[src/rtl/seq_det_pkg.sv]
// Shared definitions for the serial pattern detector: FSM encoding, width defaults,
// and the configuration-length legality rule used by the controller.
package seq_det_pkg;

  localparam int PAT_W_DEF = 8;
  localparam int CNT_W_DEF = 8;

  typedef enum logic [1:0] {
    ST_IDLE  = 2'd0,
    ST_READY = 2'd1,
    ST_RUN   = 2'd2,
    ST_DONE  = 2'd3
  } state_t;

  // A pattern must be at least two bits and fit the window.
  function automatic logic len_legal(input logic [3:0] len, input int pat_w);
    return (int'(len) >= 2) && (int'(len) <= pat_w);
  endfunction

endpackage

[src/rtl/seq_match_unit.sv]
// Window shift register plus masked comparator; match is combinational on the current bit.
// Latency 0 (caller registers); no backpressure, shifts only when seq_vld is high.
module seq_match_unit
  import seq_det_pkg::*;
#(
  parameter int PAT_W = PAT_W_DEF
) (
  input  logic             clk,
  input  logic             resetn,
  input  logic             seq_bit,
  input  logic             seq_vld,
  input  logic             clear,
  input  logic [PAT_W-1:0] pattern,
  input  logic [3:0]       len,
  output logic             match
);

  localparam int FILL_W = $clog2(PAT_W + 1);
  localparam logic [FILL_W-1:0] FILL_MAX = FILL_W'(PAT_W);

  // Only PAT_W-1 history bits are kept; the current bit completes the window.
  logic [PAT_W-2:0]  window;
  logic [FILL_W-1:0] fill;
  logic [PAT_W-1:0]  cand;
  logic [PAT_W-1:0]  mask;

  always_comb begin
    cand = {window, seq_bit};
    mask = '0;
    for (int i = 0; i < PAT_W; i++) begin
      mask[i] = (i < int'(len));
    end
    match = seq_vld
         && ((int'(fill) + 1) >= int'(len))
         && (((cand ^ pattern) & mask) == '0);
  end

  always_ff @(posedge clk or negedge resetn) begin
    if (!resetn) begin
      window <= '0;
      fill   <= '0;
    end else if (clear) begin
      window <= '0;
      fill   <= '0;
    end else if (seq_vld) begin
      window <= cand[PAT_W-2:0];
      if (fill != FILL_MAX) begin
        fill <= fill + FILL_W'(1);
      end
    end
  end

endmodule

[src/rtl/seq_det_ctrl.sv]
// Configurable serial pattern detector: handshake config, run/abort control, match counting.
// Latency: out 1 clk after completing bit; backpressure: cfg_ready low while running.
module seq_det_ctrl
  import seq_det_pkg::*;
#(
  parameter int PAT_W = PAT_W_DEF,
  parameter int CNT_W = CNT_W_DEF
) (
  input  logic             clk,
  input  logic             resetn,
  input  logic             cfg_valid,
  output logic             cfg_ready,
  input  logic [PAT_W-1:0] cfg_pattern,
  input  logic [3:0]       cfg_len,
  input  logic [CNT_W-1:0] cfg_target,
  input  logic             start,
  input  logic             abort,
  input  logic             seq_bit,
  input  logic             seq_valid,
  output logic             out,
  output logic             busy,
  output logic             done,
  output logic             err,
  output logic [CNT_W-1:0] match_cnt
);

  state_t           state, state_nxt;
  logic [PAT_W-1:0] pat_q, pat_nxt;
  logic [3:0]       len_q, len_nxt;
  logic [CNT_W-1:0] tgt_q, tgt_nxt;
  logic [CNT_W-1:0] cnt_nxt, cnt_inc;
  logic             out_nxt, err_nxt;
  logic             win_clr, hit, run_vld;

  assign busy      = (state == ST_RUN);
  assign cfg_ready = (state != ST_RUN);
  assign done      = (state == ST_DONE);
  assign run_vld   = seq_valid && (state == ST_RUN);
  assign cnt_inc   = match_cnt + CNT_W'(1);

  seq_match_unit #(.PAT_W(PAT_W)) u_match (
    .clk     (clk),
    .resetn  (resetn),
    .seq_bit (seq_bit),
    .seq_vld (run_vld),
    .clear   (win_clr),
    .pattern (pat_q),
    .len     (len_q),
    .match   (hit)
  );

  always_comb begin
    state_nxt = state;
    pat_nxt   = pat_q;
    len_nxt   = len_q;
    tgt_nxt   = tgt_q;
    cnt_nxt   = match_cnt;
    err_nxt   = err;
    out_nxt   = 1'b0;
    win_clr   = 1'b0;
    unique case (state)
      ST_RUN: begin
        // Abort wins over a match completing in the same cycle.
        if (abort) begin
          state_nxt = ST_READY;
        end else if (hit) begin
          out_nxt = 1'b1;
          if (tgt_q == '0) begin
            if (match_cnt != '1) cnt_nxt = cnt_inc;
          end else begin
            cnt_nxt = cnt_inc;
            if (cnt_inc == tgt_q) state_nxt = ST_DONE;
          end
        end
      end
      default: begin
        if (cfg_valid) begin
          if (len_legal(cfg_len, PAT_W)) begin
            pat_nxt   = cfg_pattern;
            len_nxt   = cfg_len;
            tgt_nxt   = cfg_target;
            err_nxt   = 1'b0;
            state_nxt = ST_READY;
          end else begin
            pat_nxt   = '0;
            len_nxt   = '0;
            tgt_nxt   = '0;
            err_nxt   = 1'b1;
            state_nxt = ST_IDLE;
          end
        end else if (state != ST_IDLE) begin
          if (abort) begin
            state_nxt = ST_READY;
          end else if (start) begin
            state_nxt = ST_RUN;
            cnt_nxt   = '0;
            win_clr   = 1'b1;
          end
        end
      end
    endcase
  end

  always_ff @(posedge clk or negedge resetn) begin
    if (!resetn) begin
      state     <= ST_IDLE;
      pat_q     <= '0;
      len_q     <= '0;
      tgt_q     <= '0;
      match_cnt <= '0;
      err       <= 1'b0;
      out       <= 1'b0;
    end else begin
      state     <= state_nxt;
      pat_q     <= pat_nxt;
      len_q     <= len_nxt;
      tgt_q     <= tgt_nxt;
      match_cnt <= cnt_nxt;
      err       <= err_nxt;
      out       <= out_nxt;
    end
  end

endmodule

[config.mk]
export PLATFORM = sky130hd
export DESIGN_NAME = seq_det_ctrl
export DESIGN_NICKNAME = d
export VERILOG_FILES = /design/src/rtl/seq_det_pkg.sv /design/src/rtl/seq_match_unit.sv /design/src/rtl/seq_det_ctrl.sv
export SDC_FILE = /design/constraint.sdc
export NUM_CORES = 1
export LEC_CHECK = 0
export ABC_AREA = 1
export ABC_CLOCK_PERIOD_IN_PS = 3300
export BUFFER_PORTS_ARGS = -buffer_cell sky130_fd_sc_hd__buf_2
export CORE_MARGIN = 4
export CORE_UTILIZATION = 50
export CTS_CLUSTER_DIAMETER = 100
export CTS_CLUSTER_SIZE = 25
export DETAILED_ROUTE_END_ITERATION = 7
export PLACE_DENSITY = 0.72
export SETUP_SLACK_MARGIN = 0.5
export SLEW_MARGIN = 20
export SYNTH_ARGS = -nofsm -noshare
export SYNTH_HDL_FRONTEND = slang
export SYNTH_SLANG_ARGS = --single-unit
[constraint.sdc]
create_clock -name clk -period 3.3 [get_ports clk]
set_input_delay 0.165 -clock clk [delete_from_list [all_inputs] [get_ports clk]]
set_output_delay 0.165 -clock clk [all_outputs]
set_load 0.1 [all_outputs]
Word level (Yosys, flattened, before mapping)
Index checks and enable logic that the tools add are counted.
- reduce and logical (&&, ||, !) cells: 17
- magnitude comparators: 11
- bitwise operators: 4
- muxes and demuxes: 36
- add/subtract/negate cells: 3
- equality and inequality tests: 12
- operator list (kind ; count):
    2-to-1 mux 8 bit ; 11
    greater-or-equal comparator 32 x 5 -> 1 bit ; 1
    2-to-1 mux 2 bit ; 9
    zero test 8 bit ; 2
    < comparator 3 x 4 -> 1 bit, first input constant ; 4
    2-to-1 mux 4 bit ; 4
    2-to-1 mux 7 bit ; 2
    2-to-1 mux 1 bit ; 10
    nonzero test 2 bit ; 5
    inequality test 3 x 2 -> 1 bit, second input constant ; 3
    adder 8 x 1 -> 8 bit, second input constant ; 1
    AND 8 bit ; 1
    equality test 8 bit ; 1
    < comparator 1 x 4 -> 1 bit, first input constant ; 2
    < comparator 2 x 4 -> 1 bit, first input constant ; 2
    inequality test 8 bit, second input constant ; 1
    XOR 8 bit ; 1
    AND reduction 6 bit ; 1
    adder 4 x 1 -> 5 bit, second input constant ; 1
    AND reduction 5 bit ; 1
    adder 4 x 1 -> 4 bit, second input constant ; 1
    equality test 2 bit, second input constant ; 2
    greater-or-equal comparator 4 x 2 -> 1 bit, second input constant ; 1
    less-or-equal comparator 4 bit, second input constant ; 1
    other kinds (9) ; 15
- bits of input ports: 27
- output and inout port bits: 13
- register bits after elaboration: 43

Depth between registers and ports, before layout
Gate-level depths: netlist (run 1).
- depth in word-level cells: 7
- depth in mapped cells: 16

By module
From an unflattened synthesis (run 1), not the netlist that was laid out.
- cells, all modules: 359
- area total of the unflattened synthesis: 2573.7 um^2
- by module, submodules not included (module ; instances ; area an instance (um^2) ; cells each):
    seq_det_ctrl ; 1 ; 1767.9 ; 238
    seq_match_unit ; 1 ; 805.8 ; 121

Worst setup path after synthesis (run 1)
OpenSTA, ideal clock, no wires.
- kind: reg-to-reg
- start point: register match_cnt[0]
- end point: register match_cnt[6]
- slack: 838 ps
- cell stages (with the launch flop): 11
- period minus slack after synthesis: 2462 ps
- arrival: 2388 ps
- cells stage by stage: dfrtp_1 ha_1 nand2_2 nor2_4 nand3_2 nor4_4 o21ai_2 nand2_4 buf_12 nand2_1 o21ai_2
- cells in the longest elaborated chain, start to end: 6
- elaborated cells between the ends (all ways): 9
- RTL lines (element ; line ; RTL):
    start: declaration ; seq_det_ctrl.sv:24 ; output logic [CNT_W-1:0] match_cnt
    start signal: assignment ; seq_det_ctrl.sv:118 ; match_cnt <= cnt_nxt;
    adder 8 x 1 -> 8 bit ; seq_det_ctrl.sv:39 ; assign cnt_inc = match_cnt + CNT_W'(1);
    2-to-1 mux 8 bit ; seq_det_ctrl.sv:69 ; if (match_cnt != '1) cnt_nxt = cnt_inc;
    2-to-1 mux 8 bit ; seq_det_ctrl.sv:68 ; if (tgt_q == '0) begin
    2-to-1 mux 8 bit ; seq_det_ctrl.sv:66 ; end else if (hit) begin
    2-to-1 mux 8 bit ; seq_det_ctrl.sv:64 ; if (abort) begin
    2-to-1 mux 8 bit ; seq_det_ctrl.sv:61 ; unique case (state)
Parallel ways exist; a longest one is shown, timed or not. The select of a mux whose other input is x is not followed.
A chain may end at the register's enable or synchronous reset.

Worst setup path in the final report (run 1)
- start point: register u_match.fill[0]
- end point: register match_cnt[6]
- cells in the longest elaborated chain, start to end: 6
- RTL lines (element ; line ; RTL):
    start: declaration ; seq_match_unit.sv:23 ; logic [FILL_W-1:0] fill;
    start signal: assignment ; seq_match_unit.sv:48 ; fill <= fill + FILL_W'(1);
    adder 4 x 1 -> 5 bit ; seq_match_unit.sv:34 ; && ((int'(fill) + 1) >= int'(len))
    greater-or-equal comparator 32 x 5 -> 1 bit ; seq_match_unit.sv:34 ;
    logical AND 1 bit ; seq_match_unit.sv:34 ;
    logical AND 1 bit ; seq_match_unit.sv:35 ; && (((cand ^ pattern) & mask) == '0);
    inequality test 2 x 1 -> 1 bit (no source line) ; -- ;
    AND reduction 6 bit (no source line) ; -- ;
No other way between the ends.

==> results of run 1 <==
flip-flops by register name, indices dropped and copies added, names as in the netlist:
| register | cells |
|---|---|
| state | 2 |
| match_cnt | 8 |
| u_match.fill | 4 |
| pat_q | 8 |
| err | 1 |
| u_match.window | 7 |
| len_q | 4 |
| tgt_q | 8 |
| out | 1 |
final cells by class:
cell class | count | area (sq um) | area share
tap | 67 | 83.8 | 0.0287
multi-input combinational | 239 | 1260 | 0.433
inverter | 51 | 191 | 0.0656
clock buffer | 8 | 100 | 0.0343
sequential | 43 | 1080 | 0.369
timing repair buffer | 40 | 203 | 0.0695
power groups by stage:
stage          clock, uW  combinational, uW  sequential [uW]
5_1_grt              402               1100              802
2_1_floorplan          0                669              908
4_1_cts              381                990              779
6_report             369                987              780
3_5_place_dp           0                988              788
3_3_place_gp           0                962              782
kinds of logic (layout without fill, tap and decap cells):
kind of cell / count (synthesis) / count (layout) / synth area share
XOR/XNOR: 4 / 4 / 0.0135
flip-flops: 43 / 43 / 0.415
multiplexers: 1 / 1 / 0.00434
buffers and inverters: 59 / 99 / 0.0989
AND/OR/NAND/NOR: 173 / 173 / 0.310
AO/OA/AOI/OAI: 54 / 54 / 0.125
adder cells (fa/ha/maj): 7 / 7 / 0.0338
cells in the final DEF (no fill, tap or decap), types with 7 or more instances in the layout:
master / n
inv_1: 48
nand3_1: 44
o21ai_0: 31
nor2_1: 25
clkbuf_8: 7
dfrtp_1: 43
nand2_1: 80
o22ai_1: 7
buf_2: 39
nand4_1: 8
o21ai_2: 9
ha_1: 7
cells in the mapped netlist (2+ instances only):
| library cell | number | area (sq um) |
|---|---|---|
| inv_1 | 48 | 180 |
| a21oi_1 | 2 | 10.0 |
| nand3_2 | 2 | 20.0 |
| nand2_2 | 3 | 18.8 |
| nand2_4 | 2 | 22.5 |
| nand2_1 | 80 | 300 |
| nand3_1 | 44 | 220 |
| xor2_1 | 2 | 17.5 |
| ha_1 | 7 | 87.6 |
| nor2_4 | 2 | 22.5 |
| nor2_2 | 2 | 12.5 |
| o21bai_1 | 4 | 30.0 |
| nor2_1 | 26 | 97.6 |
| o21ai_2 | 9 | 78.8 |
| clkbuf_1 | 2 | 7.51 |
| o22ai_1 | 7 | 43.8 |
| xnor2_1 | 2 | 17.5 |
| inv_2 | 2 | 7.51 |
| buf_2 | 3 | 15.0 |
| o21ai_0 | 31 | 155 |
| nand4_1 | 8 | 50.1 |
| dfrtp_1 | 43 | 1080 |
metal layers:
| metal | up-vias | global-route usage | share of wire |
|---|---|---|---|
| met1 | 1099 | 0.250 | 0.44 |
| met5 | - | 0 | 0 |
| met4 | 0 | 0.0676 | 0.015 |
| met2 | 56 | 0.327 | 0.48 |
| li1 | 1185 | - | - |
| met3 | 6 | 0.0451 | 0.066 |
worst max-delay path by stage:
| stage | from | depth (start not counted) | end | slack, ns |
|---|---|---|---|---|
| after CTS | u_match.fill[0]$_DFFE_PN0P_ | 12 | match_cnt[0]$_DFFE_PN0P_ | 1.12 |
| final | u_match.fill[0]$_DFFE_PN0P_ | 12 | match_cnt[6]$_DFFE_PN0P_ | 1.11 |
| after global placement | u_match.fill[0]$_DFFE_PN0P_ | 12 | match_cnt[0]$_DFFE_PN0P_ | 1.21 |
| after floorplan | match_cnt[0]$_DFFE_PN0P_ | 10 | match_cnt[6]$_DFFE_PN0P_ | 0.84 |
| after detailed placement | u_match.fill[0]$_DFFE_PN0P_ | 12 | match_cnt[0]$_DFFE_PN0P_ | 1.13 |
| after global routing | u_match.fill[0]$_DFFE_PN0P_ | 12 | match_cnt[4]$_DFFE_PN0P_ | 0.93 |
stage by stage:
stage               instances  utilization  hold slack [ns]  total power (uW)  instance area, sq um
floorplan                 341            -           -0.131              1580                  2590
global placement          440        0.577            0.377              1740                  2820
detailed placement        440        0.577            0.380              1780                  2820
CTS                       448        0.598           0.0522              2150                  2920
global route              448        0.598           0.0855              2300                  2920
finish                    448        0.598           0.0174              2140                  2920
worst register-to-register path, delay by kind of cell, from the launching register on:
kind | cells | cell delay (ns)
AND/OR/NAND/NOR | 5 | 0.58
buffers and inverters | 2 | 0.14
flip-flops | 1 | 0.40
adder cells (fa/ha/maj) | 2 | 0.62
AO/OA/AOI/OAI | 3 | 0.36
==> reports/metrics.cfg, run 1 <==
[synth]
ys_seq_area_frac=0.415
synth_ff_type=dfrtp_1
ys_warn_count=0
synth_async_sr_flop_share=1.00
yosysUniqueCellTypes=32
synth_area_sq_um=2590
syn_inst=341
ys_ff_latch=43
synth_edf_count=0
syn-num-nets=375
postSynthAreaPerCell_sq_um=7.60

[sta]
final_max_slew_viol_count=0
tightest_slew_ns=0.961
rsz0062_at_grt=no
period_minus_slack_ns=2.19
finalClockSkew_ns=0.00995
tns_ns=0
setup_slack_ns=1.11
setup_viol=0
hold_viol=0
clock.fmax_mhz=456
slew_headroom=0.359
min_period_over_period=0.665

[worst_setup_path]
reg2reg_to=match_cnt[6]$_DFFE_PN0P_
critPathLaunchType=flop
critPathRequiredTime_ns=3.50
timing.rr.start=u_match.fill[0]$_DFFE_PN0P_
r2r_setup_slack_ns=1.11
cp-end-kind=flop
slowest_delay_ns=0.40
crit_fanout=16
path_cells=inv_1 > ha_1 > ha_1 > inv_1 > o21bai_1 > nand3_1 > nand4_1 > nand3_1 > o21ai_2 > nand2_4 > nand2_1 > o21ai_2
path_delay_family=adder cells
worst-path-buf-inv=2
critPathSlowestCell=dfrtp_1
rr_worst_depth=12
crit_type=reg -> reg
critPathArrivalTime_ns=2.39

[power]
p_leak_uw=0.00148
p_sw_uw=1000
p_int_uw=1130
p_seq_frac=0.365
ir_drop_uv=333
p_per_area_nw_per_um2=732
swShare=0.470
p_clk_frac=0.173
comb_power_share=0.462

[worst_hold_path]
hp-class=in -> async

[floorplanning]
die_area_sq_um=6400
core_area_sq_um=4880
num_rows=25
die_h_um=80.0
ios=40
initial_core_util=0.531
die_w_um=80.0

[route]
ant_nets=0
wirelength_mm=5.89
drt_iter0_markers=198
wl_per_cell_um=13.2
post-route-drc-count=0
vias=2346
vias_per_cell=5.24
first_pass_iters=4

[global_route]
grtUsageTotal=0.197
grt_overflow=0
grt_pass1_wl_mm=9.83
antenna_found_initial=0
grt_max_degree=44
grt_pass1_vias=2169

[clock_tree]
cts_root_buffer=clkbuf_8
holdBufCountCts=0
tritoncts=built
numCtsBuffers=5
clk-insertion-delay-late_ns=0.30
cts_setup_buffers=0
ctsLongestPathBuffers=2
cts.sink_count=43
htreeDepth=2
clk_pin_slew_ns=0.08
cts_resized=0

[finish]
diodes=0
fin_nets=414
fillers=451
drive_gt1_frac=0.192
areaGrowthSynthToFinish_pct=12.5

[place]
dp_slack_ns=1.13
hpwl_mm=4.36
port_buffers=39
gp_congestion=0.815

[job]
cap_violations=0

[status]
status=completed

Power figures use the tool's default switching activity.
==> run 2, diff against run 1 <==
ABC_CLOCK_PERIOD_IN_PS = 1800   (was 3300)
PLACE_DENSITY = 0.74   (was 0.72)
clock period = 1.8 ns   (was 3.3 ns; I/O delays follow)
==> run 2 against run 1 <==
The flow now finishes with violations (negative setup slack); sequential share of layout area decreased by 6.5 points; cell area rose by 23%; largest cell class unchanged; global-route usage up 2.3 points; clock power increased by 110%; die area unchanged; sequential cell count unchanged; first-iteration DRC count down 29%; utilization rose by 14 points; wire length is 22% higher; critical path type unchanged; via count increased by 9.0%; final cell count grew 6.9%.
==> reports/metrics.cfg, run 2 (synthesis results as in run 1) <==
[worst_setup_path]
critPathArrivalTime_ns=2.26
critPathLaunchType=flop
crit_type=reg -> reg
cp-end-kind=flop
crit_fanout=8
critPathRequiredTime_ns=2.00

[power]
p_leak_uw=0.00169
p_clk_frac=0.159
p_seq_frac=0.290
p_sw_uw=2260
ir_drop_uv=900
comb_power_share=0.551
finalPower_uw=4970
swShare=0.455
p_int_uw=2710
p_per_area_nw_per_um2=1380

[clock_tree]
numCtsBuffers=5
clk-insertion-delay-late_ns=0.30
tritoncts=built
cts_root_buffer=clkbuf_8
clk_pin_slew_ns=0.09
htreeDepth=2
ctsLongestPathBuffers=2
cts.sink_count=43

[route]
vias=2556
dr_wl_met3_um=278
drt_iter0_markers=141
ant_nets=0
first_pass_iters=4
wl_met2_mm=3.77
met1Wirelength_mm=2.93
wl_per_cell_um=15.0
wirelength_mm=7.18
post-route-drc-count=0
vias_per_cell=5.34
dr.max_layer_used=met4

[finish]
reg_top3=match_cnt (8), pat_q (8), tgt_q (8)
final_common_cell=nand2_1
diodes=0
final_cell_mix=nand2_1 (71), inv_1 (43), nand3_1 (38), dfrtp_1 (34), buf_2 (31)
areaGrowthSynthToFinish_pct=38.6
fin_nets=445
multi_input_area_sq_um=1540
fillers=354
drive_gt1_frac=0.374
register_area_sq_um=1090

[global_route]
grt_pass1_vias=2439
grt_max_degree=44
antenna_found_initial=0
grt_overflow=0
grtUsageTotal=0.220
grt_pass1_wl_mm=11.0

[sta]
final_max_slew_viol_count=0
slew_headroom=0.675
tns_ns=-2.73
min_period_over_period=1.15
rsz0062_at_grt=yes
tightest_slew_ns=0.490
setup_viol=11
finalClockSkew_ns=0.00703
hold_viol=0
clock.fmax_mhz=484
period_minus_slack_ns=2.06
setup_slack_ns=-0.265

[floorplanning]
die_h_um=80.0
core_area_sq_um=4880
num_rows=25
initial_core_util=0.531
die_w_um=80.0
die_area_sq_um=6400
ios=40

[place]
gp_congestion=0.874
hpwl_mm=4.49
port_buffers=39
dp_slack_ns=-0.275

[status]
violations=negative setup slack
status=complete, but fails checks

[worst_hold_path]
hp-class=in -> reg

[job]
cap_violations=0

==> run 2: cell types whose count changed in the layout (fill, tap and decap cells not counted), moves of 7 or more <==
cell     previous run  this run
dfrtp_2             0         7
buf_2              39        31
nand2_1            80        71
o21ai_0            31        21
buf_6               0        11
o22ai_1             7         0
dfrtp_1            43        34
buf_4               1        19
==> run 2: worst max-delay path, stage by stage (launching register included) <==
cell and delay [ns]:
dfrtp_1 0.42, ha_2 0.21, xor2_1 0.17, ha_1 0.31
nand4_1 0.09, nand4_1 0.13, nand3_2 0.13, o21ai_4 0.21
nand2_4 0.13, nand2_1 0.10, o21ai_2 0.05
==> run 2: final timing paths <==
check                      slack, ns  cells past startpoint                        to                         from
max                            -0.26                     10  match_cnt[3]$_DFFE_PN0P_  u_match.fill[1]$_DFFE_PN0P_
min in group asynchronous       0.30                      3  match_cnt[1]$_DFFE_PN0P_                       resetn
max reg2reg                    -0.26                     10  match_cnt[3]$_DFFE_PN0P_  u_match.fill[1]$_DFFE_PN0P_
min reg2reg                     0.51                      1           err$_DFFE_PN0P_              err$_DFFE_PN0P_
min                             0.02                      3      pat_q[6]$_DFFE_PN0P_               cfg_pattern[6]
max in group asynchronous       1.26                      3      state[1]$_DFFE_PN0P_                       resetn
==> run 2: metal layers <==
metal	vias to the layer above	global-route usage
met1	1215	0.263
met2	68	0.392
li1	1251	-
met4	0	0.0878
met5	-	0
met3	22	0.0316
==> run 2: metrics by stage <==
stage          instances  cell area, sq um  hold slack [ns]  utilization
4_1_cts              476              3360           0.0162        0.689
2_1_floorplan        341              2700           -0.206            -
6_report             479              3590           0.0227        0.736
3_3_place_gp         456              3060           0.0848        0.628
3_5_place_dp         456              3060           0.0875        0.628
5_1_grt              479              3590           0.0371        0.736
==> run 2: what timing repair did <==
item,4_1_cts,5_1_grt
hold endpoints to repair,44,0
cloned,2,0
setup buffers,8,3
pin swaps,6,9
gates resized for setup,29,56
hold buffers,2,0
setup endpoints to repair,44,46
==> run 2: cell type report <==
type                    count  area share
multi-input cells         240       0.429
flip-flops and latches     43       0.304
repair buffers             70       0.152
inverters                  51      0.0588
well taps                  67      0.0233
clock buffers               6      0.0230
clock inverters             2     0.00975
==> run 2: power groups by stage <==
stage	logic (uW)	clock network, uW	registers [uW]
finish	2740	792	1440
floorplan	1370	0	1700
global route	2970	830	1470
detailed placement	2140	0	1450
CTS	2400	804	1430
global placement	2090	0	1440
==> run 3, diff against run 2 <==
ABC_AREA = default   (was 1)
CTS_CLUSTER_SIZE = 12   (was 25)
PLACE_DENSITY = 0.75   (was 0.74)
==> run 3 against run 2 <==
The flow still finishes with violations (negative setup slack); clock-buffer cell count is 1 lower; non-clock buffer count is 24 higher; sequential share of layout area is 1.1 points lower; critical path type unchanged.
==> reports/metrics.cfg, run 3 <==
[sta]
hold_ws_ns=0.0132
final_max_slew_viol_count=0
tightest_slew_ns=0.553
tns_ns=-4.82
hold_viol=0
period_minus_slack_ns=2.38
slew_headroom=0.631
setup_slack_ns=-0.577
finalClockSkew_ns=0.00816
setup_viol=10
min_period_over_period=1.32
rsz0062_at_grt=yes
clock.fmax_mhz=421

[floorplanning]
die_h_um=78.1
num_rows=25
core_area_sq_um=4750
die_area_sq_um=6110
initial_core_util=0.517
ios=40
die_w_um=78.1

[status]
status=complete, but fails checks
violations=negative setup slack

[worst_setup_path]
cp-end-kind=flop
timing.rr.start=len_q[1]$_DFFE_PN0P_
crit_fanout=6
crit_type=reg -> reg
critPathArrivalTime_ns=2.60
critPathLaunchType=flop
crit_path_start=len_q[1]$_DFFE_PN0P_
r2r_setup_slack_ns=-0.58
critPathRequiredTime_ns=2.02

[clock_tree]
cts_root_buffer=clkbuf_8
numCtsBuffers=5
tritoncts=built
clk-insertion-delay-late_ns=0.30
clk_pin_slew_ns=0.09
htreeDepth=2
ctsLongestPathBuffers=2
cts.sink_count=43

[synth]
postSynthAreaPerCell_sq_um=9.11
yosys-top-cells-count=nand2_1 (49), dfrtp_1 (43), o21ai_0 (24)
synth_area_sq_um=2460
ys_seq_area_frac=0.437
synth_ff_type=dfrtp_1
ys_warn_count=0
synth_edf_count=0
synth_async_sr_flop_share=1.00
synth.most_common_cell=nand2_1
synth.top_cell.area_share=0.437
syn_inst=270
yosysUniqueCellTypes=51
syn-num-nets=304
synth_top_area_cell=dfrtp_1
ys_ff_latch=43
ys_top_cells_by_area=dfrtp_1 (44%), nand2_1 (7.5%), o21ai_0 (4.9%)

[route]
ant_nets=0
wl_per_cell_um=16.8
wirelength_mm=7.23
drt_iter0_markers=217
vias=2465
vias_per_cell=5.72
post-route-drc-count=0
first_pass_iters=5

[global_route]
grt_max_degree=44
antenna_found_initial=0
grt_overflow=0
grt_pass1_wl_mm=11.2
grt_pass1_vias=2267
grtUsageTotal=0.232

[finish]
drive_gt1_frac=0.448
reg_top3=match_cnt (8), pat_q (8), tgt_q (8)
fin_nets=397
areaGrowthSynthToFinish_pct=51.3
final_cell_mix=buf_4 (46), dfrtp_1 (39), buf_2 (29), nand2_1 (27), nand2_2 (19)
final_common_cell=buf_4
final_cells=431
final_area_sq_um=3720
final_util=0.783
diodes=0

[worst_hold_path]
hp-class=in -> reg
worstHoldStart=cfg_pattern[1]

[place]
port_buffers=39
gp_congestion=0.855
hpwl_mm=4.48
dpl_cell_area_sq_um=3110
place_inst=403

[job]
cap_violations=0

[power]
p_per_area_nw_per_um2=895
ir_drop_uv=587
p_int_uw=2170
p_clk_frac=0.272
swShare=0.348
p_seq_frac=0.362
p_sw_uw=1160
comb_power_share=0.365
p_leak_uw=0.00177

run 3: worst max-delay path, cell delays in order, from the launching register on:
cell and delay (ns):
dfrtp_1 0.41, or4_4 0.55, a221oi_2 0.27, o21ai_1 0.10, a211o_2 0.35, or4_4 0.53, o211ai_2 0.09
run 3: logic make-up after synthesis:
kind of cell | Yosys count | share of synthesized area
adders and majority gates | 7 | 0.0356
DFF | 43 | 0.437
buffers and inverters | 26 | 0.0468
and+or+nand+nor | 104 | 0.205
muxes | 9 | 0.0366
AOI/OAI and AO/OA | 59 | 0.160
xor gates and xnor gates | 22 | 0.0783
run 3: per-stage QoR:
stage | setup slack [ns] | power, uW
final | -0.577 | 3330
after global routing | -0.632 | 3490
after CTS | -0.541 | 3210
after detailed placement | -0.500 | 2220
after global placement | -0.419 | 2180
after floorplan | -0.376 | 1910
run 3: worst paths after layout:
path,to,cells past startpoint
max,match_cnt[4]$_DFFE_PN0P_,6
min,pat_q[1]$_DFFE_PN0P_,3
max reg2reg,match_cnt[4]$_DFFE_PN0P_,6
min reg2reg,err$_DFFE_PN0P_,2
max in group asynchronous,match_cnt[2]$_DFFE_PN0P_,3
min in group asynchronous,match_cnt[0]$_DFFE_PN0P_,3
run 3: cell type report:
| class | count | area, sq um |
|---|---|---|
| Clock inverter | 3 | 67.6 |
| Timing Repair Buffer | 94 | 767 |
| Fill cell | 315 | 1030 |
| Tap cell | 67 | 83.8 |
| Multi-Input combinational cell | 207 | 1590 |
| Sequential cell | 43 | 1090 |
| Clock buffer | 5 | 68.8 |
| Inverter | 12 | 57.6 |
run 3: what timing repair did:
item,CTS,global route
cloned,3,3
pin swaps,4,10
resized for setup,34,38
endpoints found under the hold margin,43,1
endpoints found under the setup margin,43,46
buffers inserted,9,3
hold buffers,1,1
run 3: routing by layer:
metal  track usage  routed length, um  vias to the layer above
met1         0.316               3130                     1193
li1              -                  -                     1141
met3        0.0436                457                       24
met2         0.377               3470                      107
met5             0                  0                        -
met4        0.0682                171                        0
run 3: power by group through the flow:
stage	Sequential (uW)	Combinational, uW	Clock (uW)
floorplan	1350	558	0
global placement	1210	978	0
detailed placement	1210	1010	0
CTS	1190	1110	914
global route	1220	1310	964
finish	1210	1220	908
